<file path="config.mk">
export PLATFORM = sky130hd
export DESIGN_NAME = keypad_scanner
export DESIGN_NICKNAME = d
export VERILOG_FILES = /design/src/rtl/keypad_pkg.sv /design/src/rtl/keypad_scanner_sync2.sv /design/src/rtl/keypad_scanner.sv
export SDC_FILE = /design/constraint.sdc
export NUM_CORES = 1
export LEC_CHECK = 0
export CORE_ASPECT_RATIO = 0.9
export CORE_MARGIN = 3
export CORE_UTILIZATION = 51
export DETAILED_ROUTE_END_ITERATION = 8
export PLACE_DENSITY_LB_ADDON = 0.1
export SLEW_MARGIN = 20
export SYNTH_ARGS = -nofsm -noshare
export SYNTH_HDL_FRONTEND = slang
export SYNTH_SLANG_ARGS = --single-unit
export TNS_END_PERCENT = 100
</file>
<file path="constraint.sdc">
create_clock -name clk -period 2.64 [get_ports clk]
set_input_delay 0.528 -clock clk [delete_from_list [all_inputs] [get_ports clk]]
set_output_delay 0.528 -clock clk [all_outputs]
set_load 0.005 [all_outputs]
</file>
<file path="src/rtl/keypad_pkg.sv">
// keypad_pkg: scanner states, special key codes and the row/column to key-code map
package keypad_pkg;
  typedef enum logic [1:0] {SCAN, DEBOUNCE, HELD} state_e;
  localparam logic [3:0] KEY_STAR = 4'hE;
  localparam logic [3:0] KEY_HASH = 4'hF;
  // nibble at index {row,col}: r0 = 1 2 3 A, r1 = 4 5 6 B, r2 = 7 8 9 C, r3 = * 0 # D
  localparam logic [63:0] KEY_LUT = {4'hD, KEY_HASH, 4'h0, KEY_STAR, 16'hC987, 16'hB654, 16'hA321};
  function automatic logic [1:0] onehot_idx(input logic [3:0] v);
    return v[3] ? 2'd3 : v[2] ? 2'd2 : v[1] ? 2'd1 : 2'd0;
  endfunction
  function automatic logic [3:0] keymap(input logic [3:0] row, input logic [3:0] col);
    return KEY_LUT[{onehot_idx(row), onehot_idx(col), 2'b00} +: 4];
  endfunction
endpackage

</file>
<file path="src/rtl/keypad_scanner_sync2.sv">
// sync2: W-bit two-flop synchronizer; ports clk, rst (async, high), d (async in), q (synced out)
module sync2 #(
  parameter int W = 1
) (
  input  logic         clk,
  input  logic         rst,
  input  logic [W-1:0] d,
  output logic [W-1:0] q
);
  logic [W-1:0] meta_q;
  always_ff @(posedge clk or posedge rst)
    if (rst) begin
      meta_q <= '0;
      q      <= '0;
    end else begin
      meta_q <= d;
      q      <= meta_q;
    end
endmodule

</file>
<file path="src/rtl/keypad_scanner.sv">
// keypad_scanner: 4x4 keypad scan/debounce; in clk, reset (async high), fila[3:0]; out col[3:0], key_valid, key_code[3:0], key_held
module keypad_scanner
  import keypad_pkg::*;
#(
  parameter int SCAN_DIV     = 50000,
  parameter int DEBOUNCE_CYC = 500000
) (
  input  logic       clk,
  input  logic       reset,
  input  logic [3:0] fila,
  output logic [3:0] col,
  output logic       key_valid,
  output logic [3:0] key_code,
  output logic       key_held
);
  localparam int DW = $clog2(SCAN_DIV);
  localparam int CW = $clog2(DEBOUNCE_CYC);
  localparam logic [DW-1:0] DIV_LAST = DW'(SCAN_DIV - 1);
  localparam logic [CW-1:0] CNT_LAST = CW'(DEBOUNCE_CYC - 1);
  logic [3:0] fila_s;
  state_e state_q, state_d;
  logic [DW-1:0] div_q, div_d;
  logic [CW-1:0] cnt_q, cnt_d, rel_q, rel_d;
  logic [3:0] pat_q, pat_d, col_q, col_d, key_code_q, key_code_d, col_rot;
  logic key_valid_q, key_valid_d, key_held_q, key_held_d;
  sync2 #(.W(4)) u_sync (.clk(clk), .rst(reset), .d(fila), .q(fila_s));
  assign col_rot = {col_q[2:0], col_q[3]};
  always_comb begin
    state_d     = state_q;
    div_d       = div_q;
    cnt_d       = cnt_q;
    rel_d       = rel_q;
    pat_d       = pat_q;
    col_d       = col_q;
    key_valid_d = 1'b0;
    key_code_d  = key_code_q;
    case (state_q)
      SCAN:
        if (div_q == DIV_LAST) begin
          div_d = '0;
          if (fila_s != 4'd0) begin
            pat_d   = fila_s;
            cnt_d   = '0;
            state_d = DEBOUNCE;
          end else
            col_d = col_rot;
        end else
          div_d = div_q + DW'(1);
      DEBOUNCE:
        if (fila_s != pat_q) begin
          state_d = SCAN;
          col_d   = col_rot;
          div_d   = '0;
        end else if (cnt_q == CNT_LAST) begin
          state_d = HELD;
          rel_d   = '0;
          // chords across rows are accepted as a hold but never reported
          if ($onehot(pat_q)) begin
            key_valid_d = 1'b1;
            key_code_d  = keymap(pat_q, col_q);
          end
        end else
          cnt_d = cnt_q + CW'(1);
      HELD:
        if (fila_s != 4'd0)
          rel_d = '0;
        else if (rel_q == CNT_LAST) begin
          state_d = SCAN;
          col_d   = col_rot;
          div_d   = '0;
        end else
          rel_d = rel_q + CW'(1);
      default: state_d = SCAN;
    endcase
    key_held_d = state_d == HELD;
  end
  always_ff @(posedge clk or posedge reset)
    if (reset) begin
      state_q     <= SCAN;
      div_q       <= '0;
      cnt_q       <= '0;
      rel_q       <= '0;
      pat_q       <= '0;
      col_q       <= 4'b0001;
      key_valid_q <= 1'b0;
      key_code_q  <= '0;
      key_held_q  <= 1'b0;
    end else begin
      state_q     <= state_d;
      div_q       <= div_d;
      cnt_q       <= cnt_d;
      rel_q       <= rel_d;
      pat_q       <= pat_d;
      col_q       <= col_d;
      key_valid_q <= key_valid_d;
      key_code_q  <= key_code_d;
      key_held_q  <= key_held_d;
    end
  assign col       = col_q;
  assign key_valid = key_valid_q;
  assign key_code  = key_code_q;
  assign key_held  = key_held_q;
endmodule

</file>
==> out/metrics.yaml <==
status: "finished clean"
cap_violations: 0
p_per_area_nw_per_um2: 446
insertedDiodeCount: 0
first_pass_iters: 5
yosysUniqueCellTypes: 65
synth_edf_count: 0
crit_path_max_fanout: 9
hold_slack_ps: 351
place.gp.congestion: 0.856
grtUsageMet3: 0.0533
period_needed_ps: 2410
post-route-util: 0.609
skew_ps: 12.9
grt_pass1_vias: 3483
synth_nets: 483
rrSetupSlack_ps: 230
maxSlewViolCount: 0
hold_viol: 0
yosys_warnings: 0
vias_per_cell: 5.82
clkSinkCount: 78
clkTransAtPathRegs_ps: 80
met2_usage: 0.323
hp-class: "register to register"
p_leak_uw: 0.00212
r2r-end: "key_code[2]"
min_to: "u_sync.q[3]"
yosys_most_used_dff: "dfrtp_1"
tns_ps: 0
drc: 0
avgSynthCellArea_sq_um: 9.69
setup_violations: 0
path_class: "register to register"
ant_nets: 0
hold_depth: 0
dieHeight_microns: 95.0
ys_ff_latch: 78
antenna_found_initial: 0
slew_headroom: 0.623
critPathLaunchType: "register"
io_pins: 16
crit_required_ps: 2950
fin_nets: 509
start_util: 0.541
yosysTopAreaCell: "dfrtp_1"
rsz0062_at_grt: "no"
yosysMostFrequentCell: "dfrtp_1"
critPathBufInv: 2
critical-path-slowest-cell: "dfrtp_1"
cp-end-kind: "register"
synth_top_area_frac: 0.429
core_area_sq_um: 8300
tightest_slew_ps: 563
yosysSeqAreaShare: 0.435
grt.total_usage: 0.210
die_w_microns: 105
dp_hpwl_mm: 6.62
grt_busiest_layer: "met2"
grt_max_degree: 40
synthArstFlopShare: 1.00
cts_resized: 0
drt_iter0_drc: 163
critPathMaxStageDelay_ps: 500
ir_drop_uv: 377
r2r_start: "pat_q[3]"
hold_start: "u_sync.meta_q[3]"
synth_area_sq_um: 4490
htreeDepth: 3
tritoncts: "done"
drive_gt1_frac: 0.146
cts_setup_buffers: 0
syn_to_final_growth_pct: 12.6
rows: 31
cts_buffers: 9
synth_commonest_cells: "dfrtp_1, nand2_1, nor2_1, nand3_1, o21ai_0"
ctsHoldBuffers: 0
grt_pass1_wl_mm: 16.7
cts-root-buf: "clkbuf_8"
dr_total_vias: 3542
synthTopCellsByArea: "dfrtp_1, nand2_1, ha_1"
clock_latency_ps: 370
wl_per_cell_microns: 15.4
wl_mm: 9.39
met1_usage: 0.290
port_buffers: 15
path_cells: "inv_1 -> fa_1 -> inv_1 -> ha_1 -> ha_1 -> nor2_1 -> nand3_4 -> a211oi_1 -> a21o_1"
cp_top_family: "adder cells"
fmax_mhz: 414
arrival_ps: 2720
r2r_cells: 9
synth_cells: 463
die_area_sq_um: 9960
cts_buffer_depth: 2
period_share: 0.914
grt_overflow: 0
## report_power, final
part	internal, uW	switching [uW]	total [uW]
clock	560	450	1010
sequential	1200	4.25	1200
combinational	14.0	27.1	41.1
total	1770	482	2260
## sequential cells by signal, indices dropped and copies added (netlist names)
signal / count
cnt_q: 19
rel_q: 19
div_q: 16
col: 4
key_code: 4
pat_q: 4
u_sync.meta_q: 4
u_sync.q: 4
state_q: 2
key_held: 1
key_valid: 1
## per-layer routing
layer | vias up | share of wire
met5 | - | 0
met4 | 0 | 0.012
met3 | 11 | 0.045
met2 | 76 | 0.46
met1 | 1704 | 0.49
li1 | 1751 | -
## metrics by stage
stage                     setup slack, ps  std cells  area (sq um)  total power [uW]
final                                 227        609          5050              2260
after global routing                 68.5        609          5050              2350
after CTS                             210        609          5050              2280
after detailed placement              228        593          4830              1270
after global placement                266        593          4830              1270
after floorplan                       119        463          4490              1250
## cells in the final DEF, fill, tap and decap left out, drive strengths merged, types with 2 or more instances in the layout
master,netlist,routed
and4,6,6
nand2,47,47
a21o,6,6
nor3,14,14
nor4b,6,6
a21oi,16,16
o41ai,3,3
or3,2,2
o22a,5,5
bufinv,0,2
and2,4,4
dfrtp,77,77
clkdlybuf4s50,0,15
nor2b,6,6
a211oi,3,3
nor2,41,41
nor4,8,8
a31oi,9,9
nand4,14,14
and3,6,6
o21a,4,4
a21boi,3,3
buf,8,16
mux2,4,4
clkinv,1,5
o21ai,48,48
ha,13,13
inv,16,15
o31ai,15,15
nand3,28,28
or2,3,3
or4,2,2
a2bb2oi,4,4
clkbuf,8,11
xnor2,15,15
## kinds of logic after synthesis
kind of cell / share of synthesized area
AND/OR/NAND/NOR: 0.253
AO/OA/AOI/OAI: 0.196
flip-flops: 0.435
buffers and inverters: 0.0332
XOR/XNOR: 0.0293
adder cells (fa/ha/maj): 0.0407
multiplexers: 0.0123
## worst max path at each step
stage / from / endpoint / slack [ps] / cells past startpoint
after floorplan: reset / cnt_q[0] / 120 / 1
after global placement: pat_q[3] / key_code[2] / 270 / 9
after detailed placement: pat_q[3] / key_code[2] / 230 / 9
after CTS: pat_q[3] / key_code[2] / 210 / 9
after global routing: pat_q[3] / key_code[2] / 70 / 9
final: pat_q[3] / key_code[2] / 230 / 9
## worst register-to-register path: stages (launching register included)
cell      delay, ps
dfrtp_1         500
inv_1           130
fa_1            490
inv_1            40
ha_1            170
ha_1            260
nor2_1          220
nand3_4         150
a211oi_1        280
a21o_1          120
## cell type report
type | count | area [sq um]
clock buffers | 11 | 141
clock inverters | 5 | 82.6
fillers | 729 | 3250
inverters | 17 | 65.1
multi-input cells | 352 | 2380
flip-flops and latches | 78 | 1950
well taps | 115 | 144
repair buffers | 31 | 283
(Power assumes the default switching activity.)
